**config.mk**
```make
export PLATFORM = sky130hd
export DESIGN_NAME = clock_step_ctrl
export DESIGN_NICKNAME = d
export VERILOG_FILES = /design/src/rtl/clk_ctrl_pkg.sv /design/src/rtl/step_debouncer.sv /design/src/rtl/clock_step_ctrl.sv
export SDC_FILE = /design/constraint.sdc
export NUM_CORES = 1
export LEC_CHECK = 0
export CAP_MARGIN = 10
export CORE_MARGIN = 2
export CORE_UTILIZATION = 47
export CTS_BUF_LIST = sky130_fd_sc_hd__clkbuf_4
export CTS_CLUSTER_DIAMETER = 80
export DETAILED_ROUTE_END_ITERATION = 10
export PLACE_DENSITY = 0.79
export SETUP_SLACK_MARGIN = 0.3
export SYNTH_ARGS = -nofsm -noshare
export SYNTH_HDL_FRONTEND = slang
export SYNTH_SLANG_ARGS = --single-unit
```
**constraint.sdc**
```tcl
create_clock -name CLOCK -period 2.7 [get_ports CLOCK]
set_clock_uncertainty 0.2 [all_clocks]
set_input_delay 0.405 -clock CLOCK [delete_from_list [all_inputs] [get_ports CLOCK]]
set_output_delay 0.405 -clock CLOCK [all_outputs]
set_load 0.02 [all_outputs]
```
**src/rtl/clk_ctrl_pkg.sv**
```systemverilog
// ---------------------------------------------------------------------------
// clk_ctrl_pkg
//   Shared types and constants for the CPU clock step controller.
//   - Mode encodings as driven by the board switches.
//   - mode_t: typed view of the two Mode switch bits.
//   - state_t: run/step controller states.
// ---------------------------------------------------------------------------
package clk_ctrl_pkg;

    localparam logic [1:0] MODE_ENC_RUN   = 2'b00;
    localparam logic [1:0] MODE_ENC_PAUSE = 2'b01;
    localparam logic [1:0] MODE_ENC_STEP  = 2'b10;
    localparam logic [1:0] MODE_ENC_RSVD  = 2'b11;  // behaves as PAUSE

    typedef enum logic [1:0] {
        MODE_RUN   = MODE_ENC_RUN,
        MODE_PAUSE = MODE_ENC_PAUSE,
        MODE_STEP  = MODE_ENC_STEP,
        MODE_RSVD  = MODE_ENC_RSVD
    } mode_t;

    typedef enum logic [1:0] {
        S_IDLE    = 2'b00,
        S_RUN     = 2'b01,
        S_STEP_LO = 2'b10,
        S_STEP_HI = 2'b11
    } state_t;

endpackage

```
**src/rtl/step_debouncer.sv**
```systemverilog
// ---------------------------------------------------------------------------
// step_debouncer
//   Cleans up the raw single-step push-button.
//   - Two-flop synchroniser brings the asynchronous button into CLOCK.
//   - The accepted level only changes after DEBOUNCE consecutive synchronised
//     samples that all disagree with the current level.
//   - rise_pulse is a one-CLOCK registered pulse, high in the cycle right
//     after the accepted level went 0 -> 1.
// Ports
//   CLOCK      in   rising-edge clock
//   Reset      in   asynchronous reset, active-low
//   raw_in     in   raw, asynchronous button (active-high)
//   level_out  out  debounced button level
//   rise_pulse out  one-cycle pulse on a debounced rising edge
// ---------------------------------------------------------------------------
module step_debouncer #(
    parameter int DEBOUNCE = 4
) (
    input  logic CLOCK,
    input  logic Reset,
    input  logic raw_in,
    output logic level_out,
    output logic rise_pulse
);

    localparam int CW = $clog2(DEBOUNCE + 1);

    logic          sync1;
    logic          sync2;
    logic [CW-1:0] stable_cnt;

    always_ff @(posedge CLOCK or negedge Reset) begin
        if (!Reset) begin
            sync1      <= 1'b0;
            sync2      <= 1'b0;
            stable_cnt <= '0;
            level_out  <= 1'b0;
            rise_pulse <= 1'b0;
        end else begin
            sync1      <= raw_in;
            sync2      <= sync1;
            rise_pulse <= 1'b0;
            // stable_cnt counts how many samples in a row disagreed with the
            // accepted level; any agreeing sample restarts the run.
            if (sync2 == level_out) begin
                stable_cnt <= '0;
            end else if (stable_cnt == CW'(DEBOUNCE - 1)) begin
                level_out  <= sync2;
                rise_pulse <= sync2;
                stable_cnt <= '0;
            end else begin
                stable_cnt <= stable_cnt + CW'(1);
            end
        end
    end

endmodule

```
**src/rtl/clock_step_ctrl.sv**
```systemverilog
// ---------------------------------------------------------------------------
// clock_step_ctrl
//   Derives the CPU clock ClockDIV from the memory clock CLOCK with a
//   programmable half-period, and adds free-run, pause and single-step modes.
//   - Each ClockDIV phase lasts HALF_DIV CLOCK cycles; a period is 2*HALF_DIV.
//   - RUN only stops at the end of a high phase, so periods never get cut.
//   - A single step is one full high/low/high sequence: one CpuTick per press.
//   - CpuTick and the CycleCount increment share the edge that raises ClockDIV.
// Ports
//   CLOCK      in   memory clock, all state on its rising edge
//   Reset      in   asynchronous reset, active-low
//   Mode       in   00=RUN, 01=PAUSE, 10=STEP, 11=PAUSE
//   StepBtn    in   raw single-step button, active-high
//   ClockDIV   out  registered CPU clock (1 while idle)
//   CpuTick    out  one-CLOCK pulse when ClockDIV has just risen
//   CycleCount out  ClockDIV rising edges since reset, wraps silently
//   Running    out  1 while the controller is in S_RUN
//   DebugInfo  out  {debounced StepBtn level, FSM state} for observation
// ---------------------------------------------------------------------------
module clock_step_ctrl
    import clk_ctrl_pkg::*;
#(
    parameter int HALF_DIV = 1,
    parameter int DEBOUNCE = 4,
    parameter int CNT_W    = 32
) (
    input  logic             CLOCK,
    input  logic             Reset,
    input  logic [1:0]       Mode,
    input  logic             StepBtn,
    output logic             ClockDIV,
    output logic             CpuTick,
    output logic [CNT_W-1:0] CycleCount,
    output logic             Running,
    output logic [2:0]       DebugInfo
);

    localparam int PH_W = (HALF_DIV > 1) ? $clog2(HALF_DIV) : 1;
    localparam logic [PH_W-1:0] PH_LAST = PH_W'(HALF_DIV - 1);

    state_t          state_q, state_d;
    logic [PH_W-1:0] phase_q, phase_d;
    logic            clk_d;
    logic            tick_d;
    logic            cnt_en;
    logic            terminal;
    mode_t           mode;
    logic            step_level;
    logic            step_rise;

    step_debouncer #(
        .DEBOUNCE (DEBOUNCE)
    ) u_step_debouncer (
        .CLOCK      (CLOCK),
        .Reset      (Reset),
        .raw_in     (StepBtn),
        .level_out  (step_level),
        .rise_pulse (step_rise)
    );

    assign mode     = mode_t'(Mode);
    assign terminal = (phase_q == PH_LAST);

    always_comb begin
        state_d = state_q;
        phase_d = phase_q;
        clk_d   = ClockDIV;
        tick_d  = 1'b0;
        cnt_en  = 1'b0;
        unique case (state_q)
            S_IDLE: begin
                // Entering RUN or STEP_LO starts a fresh high phase, so
                // ClockDIV first falls HALF_DIV cycles later.
                clk_d   = 1'b1;
                phase_d = '0;
                if (mode == MODE_RUN) begin
                    state_d = S_RUN;
                end else if (mode == MODE_STEP && step_rise) begin
                    state_d = S_STEP_LO;
                end
            end
            S_RUN, S_STEP_LO: begin
                if (terminal) begin
                    phase_d = '0;
                    if (ClockDIV) begin
                        // End of a high phase: the only point RUN may stop.
                        if (state_q == S_RUN && mode != MODE_RUN) begin
                            state_d = S_IDLE;
                        end else begin
                            clk_d = 1'b0;
                        end
                    end else begin
                        clk_d  = 1'b1;
                        tick_d = 1'b1;
                        cnt_en = 1'b1;
                        if (state_q == S_STEP_LO) begin
                            state_d = S_STEP_HI;
                        end
                    end
                end else begin
                    phase_d = phase_q + PH_W'(1);
                end
            end
            S_STEP_HI: begin
                if (terminal) begin
                    phase_d = '0;
                    state_d = S_IDLE;
                end else begin
                    phase_d = phase_q + PH_W'(1);
                end
            end
            default: begin
                state_d = S_IDLE;
                phase_d = '0;
                clk_d   = 1'b1;
            end
        endcase
    end

    always_ff @(posedge CLOCK or negedge Reset) begin
        if (!Reset) begin
            state_q    <= S_IDLE;
            phase_q    <= '0;
            ClockDIV   <= 1'b1;
            CpuTick    <= 1'b0;
            CycleCount <= '0;
        end else begin
            state_q  <= state_d;
            phase_q  <= phase_d;
            ClockDIV <= clk_d;
            CpuTick  <= tick_d;
            if (cnt_en) begin
                CycleCount <= CycleCount + CNT_W'(1);
            end
        end
    end

    assign Running   = (state_q == S_RUN);
    assign DebugInfo = {step_level, state_q};

endmodule

```
==> results of run 1 <==
[power groups by stage]
stage	sequential (mW)	clock [mW]	combinational [mW]
6_report	0.823	0.317	0.591
5_1_grt	0.841	0.356	0.654
4_1_cts	0.831	0.325	0.564
3_5_place_dp	0.844	0	0.562
3_3_place_gp	0.838	0	0.551
2_1_floorplan	0.905	0	0.284
[sequential cells by signal, summed over array words and instances (netlist names)]
name,flops
CpuTick,1
u_step_debouncer.level_out,1
state_q,2
CycleCount,32
u_step_debouncer.sync1,1
u_step_debouncer.stable_cnt,3
u_step_debouncer.sync2,1
ClockDIV,1
u_step_debouncer.rise_pulse,1
[cells in the final DEF, fill, tap and decap left out, types with 3 or more instances in the layout]
master / instances
o21ai_0: 3
mux2i_1: 3
dfrtp_1: 42
nand2_1: 15
nor3_1: 6
nand3_1: 12
clkbuf_4: 7
nand4_1: 13
buf_4: 4
xor2_1: 11
nor2b_1: 3
ha_1: 6
clkdlybuf4s50_1: 41
nor2_1: 8
inv_1: 4
xnor2_1: 21
and3_1: 4
[layout make-up]
type	count	area (um2)	share of cell area, %
Sequential cell	43	1080	41.9
Multi-Input combinational cell	128	915	35.6
Timing Repair Buffer	46	445	17.3
Tap cell	50	62.6	2.43
Clock buffer	7	52.6	2.04
Inverter	4	15.0	0.584
Clock inverter	1	5.00	0.195
[routing by layer]
layer,part of all wire (%),global-route usage [%],routed length (um),vias to the layer above
met5,0,0,0,-
met4,1.2,5.88,49,0
met3,4.7,3.20,187,5
met2,47,25.9,1880,42
met1,47,25.1,1890,750
li1,-,-,-,725
[logic make-up (layout without fill, tap and decap cells)]
group / count (synthesis) / count (layout) / share of synthesized area [%]
simple gates: 80 / 80 / 23.2
flops: 43 / 43 / 53.6
xor+xnor: 32 / 32 / 13.9
buf+inv: 7 / 58 / 1.56
fa+ha+maj: 6 / 6 / 3.73
compound gates: 5 / 5 / 1.37
mux: 5 / 5 / 2.61
[how the worst min path moves through the flow]
stage | startpoint | end | cells past startpoint
2_1_floorplan | Reset | CpuTick | 0
3_3_place_gp | u_step_debouncer.sync1 | u_step_debouncer.sync2 | 0
3_5_place_dp | u_step_debouncer.sync1 | u_step_debouncer.sync2 | 0
4_1_cts | Reset | CycleCount[0] | 1
5_1_grt | Reset | CycleCount[0] | 1
6_report | Reset | CycleCount[0] | 1
[what timing repair did]
action                     CTS  global route
buffers inserted             0             3
setup endpoints to repair    0             8
gates resized for setup      0             2
hold buffers                 0             0
[through the flow]
| stage | area [um2] | worst slack, ns | util (%) | hold WS [ns] | cells |
|---|---|---|---|---|---|
| 3_3_place_gp | 2480 | 0.523 | 61.1 | 0.133 | 268 |
| 5_1_grt | 2570 | 0.290 | 63.4 | 0.0542 | 279 |
| 3_5_place_dp | 2480 | 0.429 | 61.1 | 0.136 | 268 |
| 2_1_floorplan | 2010 | 0.442 | - | -0.0906 | 178 |
| 4_1_cts | 2540 | 0.395 | 62.5 | 0.0209 | 276 |
| 6_report | 2570 | 0.423 | 63.4 | -0.0134 | 279 |
[worst max-delay path: cells and delay by family, from the launching register on]
kind          cells  cell delay (ns)
buf+inv           1             0.08
xor+xnor          1             0.16
fa+ha+maj         1             0.37
flops             1             0.40
simple gates      3             0.99
==> out/results.tsv, run 1 <==
stage	metric	value	unit
clock_tree	cts_buffers	5	
setup_path	crit_fanout	5	
floorplanning	io_pins	43	
logic_synthesis	yosysTopAreaCell	dfrtp_1	
drt	dr.pass1.iters	4	
floorplanning	dieArea	4820	um2
sta	max_slew_margin	37.9	%
logic_synthesis	synth_common_cells	42 x dfrtp_1, 21 x xnor2_1, 15 x nand2_1	
grt	antenna_found_initial	0	
setup_path	r2r_cells	6	
finish	num-nets-final	239	
logic_synthesis	synth_top_area_share	52.3	%
sta	maxSlewViolCount	0	
logic_synthesis	synth_flop_cell	dfrtp_1	
setup_path	critPathKind	reg2reg	
min_path	holdCritPathClass	in2async	
sta	fmax	0.439	GHz
grt	grt_max_degree	44	
setup_path	r2r_end	CycleCount[29]	
finish	fill_cells	338	
clock_tree	cts.path.max_buffers	2	
drt	wl	4.01	mm
sta	worstMarginPinSlew	0.932	ns
logic_synthesis	yosys_warnings	0	
finish	antennaDiodeCount	0	
logic_synthesis	syn_nets	189	
run_status	outcome	complete, but fails checks	
clock_tree	insertion_delay	0.34	ns
drt	ant_nets	0	
placed_design	post-dp-hpwl	2.88	mm
flow_run	drv_cap	0	
pwr	internal-power	1.15	mW
floorplanning	rows	23	
setup_path	r2r_slack	0.42	ns
setup_path	critPathRequiredTime	2.77	ns
pwr	clock_power_share	18.3	%
logic_synthesis	syn_area	2010	um2
sta	hold_viol	16	
finish	syn_to_final_growth	27.9	%
run_status	violations	hold timing	
setup_path	cp_cell_sequence	inv_1 > ha_1 > nand4b_2 > or4b_4 > nor3_2 > xor2_1	
clock_tree	cts.sinks	43	
logic_synthesis	async_flop_share	100	%
setup_path	crit-reg2reg-launch	state_q[0]	
setup_path	slowest_stage	or4b_4	
logic_synthesis	synth_cell_types	34	
drt	viasPerCell	5.46	
placed_design	place.gp.congestion	0.811	
grt	track_usage	17.2	%
placed_design	io_buffers	42	
pwr	vdd_drop_max	0.353	mV
clock_tree	root_buffer	clkbuf_4	
sta	period_share	84.3	%
pwr	p_sw_share	33.7	%
clock_tree	cts_tree	yes	
sta	tns	0	ns
grt	grt_pass1_wl	6.69	mm
setup_path	cp-start-kind	register	
pwr	power_frac_seq	47.6	%
clock_tree	cts.htree.levels	2	
setup_path	cpPeakStageDelay	0.60	ns
logic_synthesis	yosysSeqAreaShare	53.6	%
grt	grt_pass1_vias	1391	
logic_synthesis	synthTopCellsByArea	dfrtp_1 52%, xnor2_1 9.1%, xor2_1 4.8%	
logic_synthesis	syn_avg_cell_area	11.3	um2
setup_path	cp-endpoint	CycleCount[29]	
logic_synthesis	synth_most_common_cell	dfrtp_1	
grt	grt_remaining_overflow	0	
sta	rsz0062_at_grt	no	
floorplanning	start_util	49.6	%
floorplanning	die_h	69.4	um
drt	route.vias.total	1522	
drt	wl_per_cell	14.4	um
setup_path	critPathArrivalTime	2.35	ns
drt	drc	0	
sta	setup_viol	0	
logic_synthesis	synth-edff-count	0	
clock_tree	clkTransAtPathRegs	0.13	ns
pwr	power.density	673	nW/um2
sta	period_minus_slack	2.28	ns
drt	drtIter0Drc	136	
pwr	power_leakage	1.13	nW
sta	fin_hold_ws	-0.0134	ns
floorplanning	core_area	4060	um2
pwr	total_power	1.73	mW
setup_path	crit_start	state_q[0]	
floorplanning	die_w	69.4	um
logic_synthesis	synth-seq-cells	43	
finish	final_layout_size_suffix_gt1_share	10.5	%
logic_synthesis	synthCells	178	
pwr	p_switching	584	uW
pwr	power_frac_comb	34.1	%
setup_path	cp-end-kind	register	
No activity file was read; power rests on OpenSTA's default activity.
==> run 2, diff against run 1 <==
--- a/config.mk
+++ b/config.mk
@@ -11,7 +11,7 @@
 export CTS_BUF_LIST = sky130_fd_sc_hd__clkbuf_4
 export CTS_CLUSTER_DIAMETER = 80
 export DETAILED_ROUTE_END_ITERATION = 10
-export PLACE_DENSITY = 0.79
+export PLACE_DENSITY = 0.82
 export SETUP_SLACK_MARGIN = 0.3
 export SYNTH_ARGS = -nofsm -noshare
 export SYNTH_HDL_FRONTEND = slang
==> constraint.sdc (replaced) <==
create_clock -name CLOCK -period 1.9 [get_ports CLOCK]
set_clock_uncertainty 0.2 [all_clocks]
set_input_delay 0.285 -clock CLOCK [delete_from_list [all_inputs] [get_ports CLOCK]]
set_output_delay 0.285 -clock CLOCK [all_outputs]
set_load 0.02 [all_outputs]
==> out/results.tsv, run 2 (same netlist as run 1, synthesis figures left out) <==
stage	metric	value	unit	change
clock_tree	root_buffer	clkbuf_4		unchanged
placed_design	place.gp.congestion	0.792		was 0.811
floorplanning	die_w	69.4	um	unchanged
grt	antenna_found_initial	0		unchanged
finish	antennaDiodeCount	0		unchanged
placed_design	post_dp_cell_area	2710	um2	was 2480 um2
finish	final_common_cell	buf_4		was dfrtp_1
grt	grt_max_degree	23		was 44
clock_tree	cts_buffers	5		unchanged
finish	final_cell_mix	47 x buf_4, 30 x dfrtp_1, 30 x buf_6, 16 x xnor2_1, 13 x nand4_1		was 42 x dfrtp_1, 41 x clkdlybuf4s50_1, 21 x xnor2_1, 15 x nand2_1, 13 x nand4_1
floorplanning	die_h	69.4	um	unchanged
grt	grt_pass1_vias	1666		was 1,391
sta	setup_viol	17		was 0
clock_tree	cts.path.max_buffers	2		unchanged
clock_tree	cts.htree.levels	2		unchanged
drt	drtIter0Drc	103		was 136
drt	drc	0		unchanged
finish	largest-register	CycleCount		unchanged
setup_path	cp-start-kind	register		unchanged
floorplanning	start_util	49.6	%	unchanged
pwr	power_leakage	1.68	nW	was 1.13 nW
sta	rsz0062_at_grt	yes		was no
setup_path	critPathRequiredTime	2.00	ns	was 2.77 ns
setup_path	critPathArrivalTime	2.12	ns	was 2.35 ns
placed_design	post-dp-hpwl	3.36	mm	was 2.88 mm
placed_design	io_buffers	42		unchanged
pwr	vdd_drop_max	0.821	mV	was 0.353 mV
floorplanning	rows	23		unchanged
drt	dr.pass1.iters	4		unchanged
finish	fin_area	3330	um2	was 2570 um2
clock_tree	cts.sinks	43		unchanged
drt	wl_per_cell	18.5	um	was 14.4 um
sta	hold_viol	0		was 16
finish	top_regs	CycleCount x32, u_step_debouncer.stable_cnt x3, state_q x2		unchanged
pwr	power.density	949	nW/um2	was 673 nW/um2
sta	fmax	0.494	GHz	was 0.439 GHz
floorplanning	core_area	4060	um2	unchanged
sta	fin_hold_ws	0.134	ns	was -0.0134 ns
floorplanning	dieArea	4820	um2	unchanged
run_status	outcome	complete, but fails checks		unchanged
finish	final_layout_size_suffix_gt1_share	55.2	%	was 10.5%
drt	ant_nets	0		unchanged
floorplanning	io_pins	43		unchanged
finish	num-nets-final	296		was 239
setup_path	crit_fanout	5		unchanged
sta	worst_slack	-0.125	ns	was 0.423 ns
grt	track_usage	21.3	%	was 17.2%
sta	period_share	107	%	was 84.3%
drt	viasPerCell	5.52		was 5.46
min_path	holdCritPathClass	in2reg		was in2async
sta	period_minus_slack	2.03	ns	was 2.28 ns
finish	largest_register_ff_count	32		unchanged
clock_tree	cts_tree	yes		unchanged
setup_path	critPathKind	reg2reg		unchanged
sta	max_slew_margin	65.8	%	was 37.9%
drt	route.vias.total	1855		was 1,522
sta	worstMarginPinSlew	0.514	ns	was 0.932 ns
run_status	violations	setup timing		was hold timing
grt	grt_remaining_overflow	0		unchanged
clock_tree	insertion_delay	0.37	ns	was 0.34 ns
sta	maxSlewViolCount	0		unchanged
grt	grt_pass1_wl	8.06	mm	was 6.69 mm
drt	wl	6.21	mm	was 4.01 mm
flow_run	drv_cap	0		unchanged
setup_path	cp-end-kind	register		unchanged
finish	syn_to_final_growth	65.7	%	was 27.9%
clock_tree	clkTransAtPathRegs	0.13	ns	about the same
[run 2: changes by cell type in the layout (fill, tap and decap cells not counted), sizes merged]
cell           before  now
bufinv              0    1
clkbuf              7    9
dlygate4sd2         0    2
dlygate4sd3         0    1
clkinv              1    2
clkdlybuf4s50      41    3
clkdlybuf4s15       0   10
buf                 5   83
[run 2: where the power goes]
part / total (mW) / leakage (nW) / switching (mW) / internal (mW)
registers: 1.17 / 0.559 / 0.122 / 1.05
clock network: 0.581 / 0.0426 / 0.310 / 0.271
logic: 1.40 / 1.08 / 0.665 / 0.739
[run 2: critical path, stage by stage (launching register included)]
cell and delay (ns):
dfrtp_1 0.48, ha_2 0.28, nand2_1 0.21, nor4_1 0.29
buf_4 0.18, nand4_1 0.10, xnor2_1 0.20
[run 2: worst paths after layout]
check	from	cells past startpoint	slack [ns]	end
setup / recovery	CycleCount[1]	6	-0.13	CycleCount[22]
hold / removal	StepBtn	1	0.13	u_step_debouncer.sync1
setup reg to reg	CycleCount[1]	6	-0.13	CycleCount[22]
hold reg to reg	u_step_debouncer.sync1	0	0.17	u_step_debouncer.sync2
max in group asynchronous	Reset	3	0.74	ClockDIV
min in group asynchronous	Reset	2	0.19	u_step_debouncer.stable_cnt[0]
[run 2: what timing repair did]
item / CTS / global route
hold buffers: 1 / 0
setup buffers: 8 / 30
pin swaps: 23 / 23
endpoints found under the hold margin: 21 / 0
setup endpoints to repair: 71 / 69
gates resized for setup: 152 / 76
[run 2: area by class of cell]
cell class,count,area [um2]
multi-input combinational,128,1160
fill,211,727
sequential,43,1090
inverter,4,15.0
clock inverter,3,38.8
timing repair buffer,103,925
tap,50,62.6
clock buffer,5,37.5
[run 2: stage by stage]
step | TNS, ns | utilization (%) | power (mW) | instances | setup WS, ns
2_1_floorplan | -0.355 | - | 1.79 | 178 | -0.105
3_3_place_gp | 0 | 66.9 | 2.20 | 289 | 0.00357
3_5_place_dp | -0.230 | 66.9 | 2.22 | 289 | -0.0712
4_1_cts | -0.359 | 73.1 | 2.89 | 306 | -0.0906
5_1_grt | -2.64 | 82.1 | 3.30 | 336 | -0.180
6_report | -0.848 | 82.1 | 3.16 | 336 | -0.125
[run 2: layer usage]
layer	vias to the layer above	wire length, um	track usage, %	part of all wire [%]
met1	925	2610	27.2	42
li1	843	-	-	-
met2	74	3100	35.4	50
met5	-	0	0	0
met3	13	356	5.38	5.7
met4	0	140	7.19	2.3
==> run 3, diff against run 2 <==
--- a/config.mk
+++ b/config.mk
@@ -5,13 +5,14 @@
 export SDC_FILE = /design/constraint.sdc
 export NUM_CORES = 1
 export LEC_CHECK = 0
-export CAP_MARGIN = 10
+export CELL_PAD_IN_SITES_DETAIL_PLACEMENT = 2
+export CELL_PAD_IN_SITES_GLOBAL_PLACEMENT = 2
 export CORE_MARGIN = 2
-export CORE_UTILIZATION = 47
+export CORE_UTILIZATION = 30
 export CTS_BUF_LIST = sky130_fd_sc_hd__clkbuf_4
 export CTS_CLUSTER_DIAMETER = 80
 export DETAILED_ROUTE_END_ITERATION = 10
-export PLACE_DENSITY = 0.82
+export PLACE_DENSITY = 0.81
 export SETUP_SLACK_MARGIN = 0.3
 export SYNTH_ARGS = -nofsm -noshare
 export SYNTH_HDL_FRONTEND = slang
==> out/results.tsv, run 3 (same netlist as run 1, synthesis figures left out) <==
stage	metric	value	unit	change
floorplanning	die_w	85.9	um	was 69.4 um
placed_design	post-dp-hpwl	4.62	mm	was 3.36 mm
sta	worst_slack	-0.292	ns	was -0.125 ns
setup_path	cp-end-kind	register		unchanged
clock_tree	clkTransAtPathRegs	0.15	ns	was 0.13 ns
run_status	violations	setup timing		unchanged
finish	final_layout_size_suffix_gt1_share	57.4	%	was 55.2%
setup_path	cp_cell_sequence	inv_2 > ha_4 > nand4b_4 > buf_4 > buf_6 > nor2_4 > buf_6 > buf_4 > nand2_1 > xnor2_1		was ha_2 > nand2_1 > nor4_1 > buf_4 > nand4_1 > xnor2_1
finish	largest_register_ff_count	32		unchanged
drt	drtIter0Drc	100		was 103
drt	drc	0		unchanged
min_path	holdCritPathClass	in2reg		unchanged
grt	grt_max_degree	20		was 23
grt	antenna_found_initial	0		unchanged
sta	hold_viol	0		unchanged
sta	max_slew_margin	71.7	%	was 65.8%
clock_tree	cts.htree.levels	2		unchanged
floorplanning	io_pins	43		unchanged
finish	final_common_cell	buf_6		was buf_4
drt	ant_nets	0		unchanged
drt	wl_per_cell	24.8	um	was 18.5 um
setup_path	cpPeakStageDelay	0.42	ns	was 0.48 ns
pwr	vdd_drop_max	0.448	mV	was 0.821 mV
placed_design	place.gp.congestion	0.793		was 0.792
placed_design	io_buffers	42		unchanged
floorplanning	start_util	31.3	%	was 49.6%
clock_tree	cts_buffers	5		unchanged
clock_tree	cts_tree	yes		unchanged
setup_path	critPathArrivalTime	2.27	ns	was 2.12 ns
placed_design	post_dp_cell_area	2810	um2	was 2710 um2
finish	final_util	54.0	%	was 82.1%
sta	setup_viol	29		was 17
run_status	outcome	complete, but fails checks		unchanged
pwr	power_leakage	1.73	nW	was 1.68 nW
grt	grt_pass1_wl	11.9	mm	was 8.06 mm
clock_tree	cts.sinks	43		unchanged
sta	period_share	115	%	was 107%
grt	track_usage	21.3	%	about the same
finish	fill_cells	616		was 211
setup_path	crit_fanout	6		was 5
setup_path	cpLargestDelayFamily	buffers and inverters		was simple AND/OR/NAND/NOR gates
finish	largest-register	CycleCount		unchanged
drt	viasPerCell	5.15		was 5.52
setup_path	critPathRequiredTime	1.98	ns	was 2.00 ns
clock_tree	cts.path.max_buffers	2		unchanged
setup_path	slowest_stage	dfrtp_2		was dfrtp_1
sta	worstMarginPinSlew	0.425	ns	was 0.514 ns
setup_path	critPathKind	reg2reg		unchanged
drt	dr.pass1.iters	6		was 4
drt	route.vias.total	1920		was 1,855
placed_design	preCtsSetupSlack	-0.0917	ns	was -0.0712 ns
sta	maxSlewViolCount	0		unchanged
sta	rsz0062_at_grt	yes		unchanged
floorplanning	dieArea	7370	um2	was 4820 um2
finish	final_cell_mix	50 x buf_6, 42 x buf_4, 32 x dfrtp_1, 17 x xnor2_1, 13 x nand4_1		was 47 x buf_4, 30 x dfrtp_1, 30 x buf_6, 16 x xnor2_1, 13 x nand4_1
finish	antennaDiodeCount	0		unchanged
floorplanning	die_h	85.9	um	was 69.4 um
drt	wl	9.26	mm	was 6.21 mm
setup_path	crit_buf_inv	5		was 1
finish	fin_area	3470	um2	was 3330 um2
sta	period_minus_slack	2.19	ns	was 2.03 ns
finish	top_regs	CycleCount x32, u_step_debouncer.stable_cnt x3, state_q x2		unchanged
grt	grt_remaining_overflow	0		unchanged
finish	syn_to_final_growth	72.6	%	was 65.7%
clock_tree	root_buffer	clkbuf_4		unchanged
grt	grt_pass1_vias	2103		was 1,666
floorplanning	rows	29		was 23
setup_path	cp-start-kind	register		unchanged
floorplanning	core_area	6420	um2	was 4060 um2
clock_tree	insertion_delay	0.39	ns	was 0.37 ns
pwr	power.density	971	nW/um2	was 949 nW/um2
flow_run	drv_cap	0		unchanged
pwr	total_power	3.37	mW	was 3.16 mW
sta	fmax	0.456	GHz	was 0.494 GHz
finish	num-nets-final	306		was 296
sta	tns	-4.14	ns	was -0.848 ns
run 3: final timing paths:
kind | start | endpoint | slack (ns) | cells past startpoint
max in group asynchronous | Reset | ClockDIV | 0.71 | 3
worst max-delay path | state_q[0] | CycleCount[16] | -0.29 | 10
worst max register to register | state_q[0] | CycleCount[16] | -0.29 | 10
worst min register to register | u_step_debouncer.sync1 | u_step_debouncer.sync2 | 0.19 | 0
min in group asynchronous | Reset | u_step_debouncer.sync1 | 0.18 | 2
worst min-delay path | StepBtn | u_step_debouncer.sync1 | 0.12 | 1
run 3: through the flow:
stage | std cells | hold slack (ns)
floorplan | 178 | -0.211
global placement | 325 | 0.0253
detailed placement | 325 | 0.0362
CTS | 352 | 0.160
global route | 373 | 0.131
finish | 373 | 0.121
run 3: cell type report:
| type | count | area (um2) | share of cell area [%] |
|---|---|---|---|
| clock inverter | 1 | 5.00 | 0.144 |
| inverter | 4 | 17.5 | 0.505 |
| multi-input combinational | 128 | 1170 | 33.7 |
| timing repair buffer | 113 | 1040 | 30.0 |
| sequential | 43 | 1090 | 31.4 |
| tap | 77 | 96.3 | 2.78 |
| clock buffer | 7 | 52.6 | 1.51 |
run 3: what timing repair did:
action	in CTS	in global routing
setup buffers	18	21
pin swaps	19	21
resized for setup	173	92
hold buffers	1	0
endpoints found under the setup margin	72	72
hold endpoints to repair	32	0
run 3: layer usage:
metal | share of wire [%] | wire (um) | track usage (%)
met5 | 0 | 0 | 0
met4 | 2.1 | 195 | 6.06
met3 | 2.3 | 216 | 3.37
met2 | 53 | 4880 | 36.2
met1 | 43 | 3970 | 28.1
run 3: where the power goes:
part,leakage (nW),total [mW],internal (mW),switching [mW]
logic,1.13,1.66,0.866,0.798
registers,0.562,1.20,1.05,0.146
clock network,0.0361,0.508,0.173,0.334
==> RTL change 1 (config.mk and constraints of run 1) <==
Put a register stage on the output `DebugInfo`, cleared by the reset. The value now appears one clock later. The other outputs are not delayed to match.
--- a/src/rtl/clock_step_ctrl.sv
+++ b/src/rtl/clock_step_ctrl.sv
@@ -136,7 +136,13 @@
     end
 
     assign Running   = (state_q == S_RUN);
-    assign DebugInfo = {step_level, state_q};
+    always_ff @(posedge CLOCK or negedge Reset) begin
+        if (!Reset) begin
+            DebugInfo <= '0;
+        end else begin
+            DebugInfo <= {step_level, state_q};
+        end
+    end
 
 endmodule
 
Behaviour: not the same (a bounded check fails within 4 cycles, from zero or initial values and one cycle with Reset low).
==> RTL change 1 against run 1 <==
  * Setup slack improved by 0.083 ns
  * Via count decreased by 4.4%
  * Sequential power increased by 8.9%
  * Sequential cell count increased by 3
  * Utilization decreased by 1.5 points
  * Total power increased by 12%
  * Wire length decreased by 7.2%
  * Cell area increased by 4.0%
  * Largest power group unchanged
  * Area after synthesis increased by 4.4%
==> RTL change 1: results (changes against run 1) <==
met2 WL=1790 um (-5.2%); synth top area cells=dfrtp_1 54%, xnor2_1 11%, nand4_1 5.1%; Non-clock buffering overhead=0.174 (+0.000761); GRT Total Usage=0.162 (-0.0101); Finished Layout Cells=275 (-1.4%); f_max=456 MHz (+3.8%); slowest CP cell=dfstp_2; status=finished, final reports clean; CP peak stage delay=0.62 ns (+0.02 ns); initial drt markers=104 (-24%); worst reg2reg setup slack=0.51 ns (+0.08 ns); pin count of the biggest net entering global routing=26 (-41%); mux cell area share after synthesis=0.0107 (-0.0154); CP top delay family=flip-flops; hold crit path type=register to register; Fillers=370 (+9.5%); WP data arrival=1.59 ns (-0.76 ns); Non-clk invs=5 (+1); sequential area share after synthesis=0.549 (+0.0134); fraction of area in registers=0.431 (+0.0118); metal1 wirelength=1680 um (-11%); leak pwr=1.22 nW (+8.1%); FF-to-FF path depth=7 (+1); dpl cell area=2560 um2 (+3.2%); GRT met2 Usage=0.267 (+0.00833); Multi-input comb cells=116 (-9.4%); global-route wire length before repair=6370 um (-4.8%); Fin. Hold Viols=0 (-16); Yosys cell types=39 (+15%); post-synthesis xor/xnor area fraction=0.134 (-0.00582)
[RTL change 1: power by group through the flow]
| stage | combinational [W] | clock, W | sequential, W |
|---|---|---|---|
| 5_1_grt | 0.000672 | 0.000464 | 0.000914 |
| 4_1_cts | 0.000610 | 0.000432 | 0.000898 |
| 3_5_place_dp | 0.000600 | 0 | 0.000909 |
| 2_1_floorplan | 0.000313 | 0 | 0.000977 |
| 6_report | 0.000621 | 0.000420 | 0.000896 |
| 3_3_place_gp | 0.000591 | 0 | 0.000909 |
[RTL change 1: what timing repair did]
action,4_1_cts,5_1_grt
hold buffers,1,0
buffers inserted,0,3
hold endpoints to repair,20,0
gates resized for setup,0,1
endpoints found under the setup margin,0,11
[RTL change 1: metrics by stage]
step           total power [W]  hold slack (ns)
2_1_floorplan          0.00129          -0.0906
3_3_place_gp           0.00150            0.133
4_1_cts                0.00194            0.174
6_report               0.00194            0.167
5_1_grt                0.00205            0.188
3_5_place_dp           0.00151            0.142
==> RTL change 2 (config.mk and constraints of run 1) <==
Made on the original files. `DEBOUNCE` is set to 4 in 2 places; all go to 16.
--- a/src/rtl/step_debouncer.sv
+++ b/src/rtl/step_debouncer.sv
@@ -14,7 +14,7 @@
 //   rise_pulse out  one-cycle pulse on a debounced rising edge
 // ---------------------------------------------------------------------------
 module step_debouncer #(
-    parameter int DEBOUNCE = 4
+    parameter int DEBOUNCE = 16
 ) (
     input  logic CLOCK,
     input  logic Reset,
--- a/src/rtl/clock_step_ctrl.sv
+++ b/src/rtl/clock_step_ctrl.sv
@@ -21,7 +21,7 @@
     import clk_ctrl_pkg::*;
 #(
     parameter int HALF_DIV = 1,
-    parameter int DEBOUNCE = 4,
+    parameter int DEBOUNCE = 16,
     parameter int CNT_W    = 32
 ) (
     input  logic             CLOCK,
Behaviour: not the same (a bounded check fails within 10 cycles, from zero or initial values and one cycle with Reset low).
==> RTL change 2 against run 1 <==
  * Critical endpoint is now CycleCount[25]$_DFFE_PN0P_
  * Sequential power up 2%
  * Critical path type unchanged
  * Cell area up 4.2%
  * Die area up 4.8%
  * Area after synthesis up 5.1%
  * Sequential cell count up 2
  * Largest power group unchanged
  * Count of clock-buffer cells in the layout down 1
  * Wire length up 1.2%
  * Setup slack worse by 0.062 ns
  * Total power down 1.5%
  * First-iteration DRC count down 32%
==> RTL change 2: results (changes against run 1) <==
status=finished, final reports clean; metal1 wirelength=1870 um (-0.95%); CP Max Fanout=17 (+12); dpl cell area=2590 um2 (+4.3%); H-tree Lvls=2 (unchanged); Peak VDD IR=282 uV (-20%); seq pwr=0.000836 W (+2%); Fillers=371 (+9.8%); DR top layer=met4; global-route wire length before repair=6890 um (+3.1%); Synth Area in Compound Gates=0.0201 (+0.00644); CP peak stage delay=0.57 ns (-0.03 ns); GP Congestion=0.795 (-1.9%); met3 GRT Util=0.0456 (+0.0136); drt wl/cell=14.0 um (-2.6%); GR Layer Usage met1=0.244 (-0.00654); Worst slew margin=0.582 (+0.203); worst r2r src=state_q[1]$_DFFE_PN0P_; layout cells sized above 1=0.0882 (-0.0166); detailed placement HPWL=2910 um (+1.1%); synth top area cells=dfrtp_1 52%, xor2_1 7.0%, xnor2_1 6.6%; GRT Total Usage=0.174 (+0.00177); mean area per synthesized cell=11.2 um2 (-1.0%); WL final=4050 um (+1.2%); f_max=428 MHz (-2.7%); cts hold-fix bufs=1 (+1); P_sw=0.000579 W (-0.74%); worst r2r dst=CycleCount[25]$_DFFE_PN0P_; Place WS=0.289 ns (-0.140 ns); Post-Synthesis Net Count=200 (+5.8%); FF-to-FF path depth=7 (+1); hold crit path type=register to register; slowest CP cell=or4_4; Met3 Wirelength=223 um (+19%); sequential area share after synthesis=0.533 (-0.00233); worst reg2reg setup slack=0.36 ns (-0.06 ns); initial drt markers=93 (-32%); leak pwr=1.24 nW (+9.6%); Clock Power Share=0.176 (-0.007); GRT met2 Usage=0.260 (+0.00106); biggest regs=CycleCount x32, u_step_debouncer.stable_cnt x5, state_q x2; hold slack=0.162 ns (+0.176 ns); CTS max path bufs=2 (unchanged); vias per cell=5.42 (-0.63%); mux cell area share after synthesis=0.0249 (-0.00127); cell internal pwr=0.00113 W (-1.9%); WP data arrival=2.42 ns (+0.07 ns); Post-synth top cells=44 x dfrtp_1, 19 x nand2_1, 17 x xor2_1; post-synthesis xor/xnor area fraction=0.137 (-0.00262); met2 WL=1900 um (+0.80%); vias in the first global route=1,463 (+5.2%); adder-cell area share of the yosys netlist=0.0355 (-0.00181); pin count of the biggest net entering global routing=46 (+4.5%); placed insts=281 (+4.9%); Yosys cell types=31 (-8.8%); Final Net Count=249 (+4.2%)
[RTL change 2: how the worst max path moves through the flow]
stage	cells after the start	to	start
after floorplan	8	CycleCount[25]$_DFFE_PN0P_	state_q[0]$_DFFE_PN0P_
after global placement	6	CycleCount[21]$_DFFE_PN0P_	state_q[0]$_DFFE_PN0P_
after detailed placement	6	CycleCount[21]$_DFFE_PN0P_	state_q[1]$_DFFE_PN0P_
after CTS	3	Running	state_q[1]$_DFFE_PN0P_
after global routing	6	CycleCount[19]$_DFFE_PN0P_	state_q[1]$_DFFE_PN0P_
final	7	CycleCount[25]$_DFFE_PN0P_	state_q[1]$_DFFE_PN0P_
[RTL change 2: area by class of cell]
type | count | area [um2] | share of cell area
flip-flops and latches | 45 | 1130 | 0.422
multi-input cells | 132 | 943 | 0.352
repair buffers | 46 | 463 | 0.173
well taps | 52 | 65.1 | 0.0243
clock buffers | 6 | 45.0 | 0.0168
inverters | 8 | 30.0 | 0.0112
clock inverters | 1 | 3.75 | 0.00140
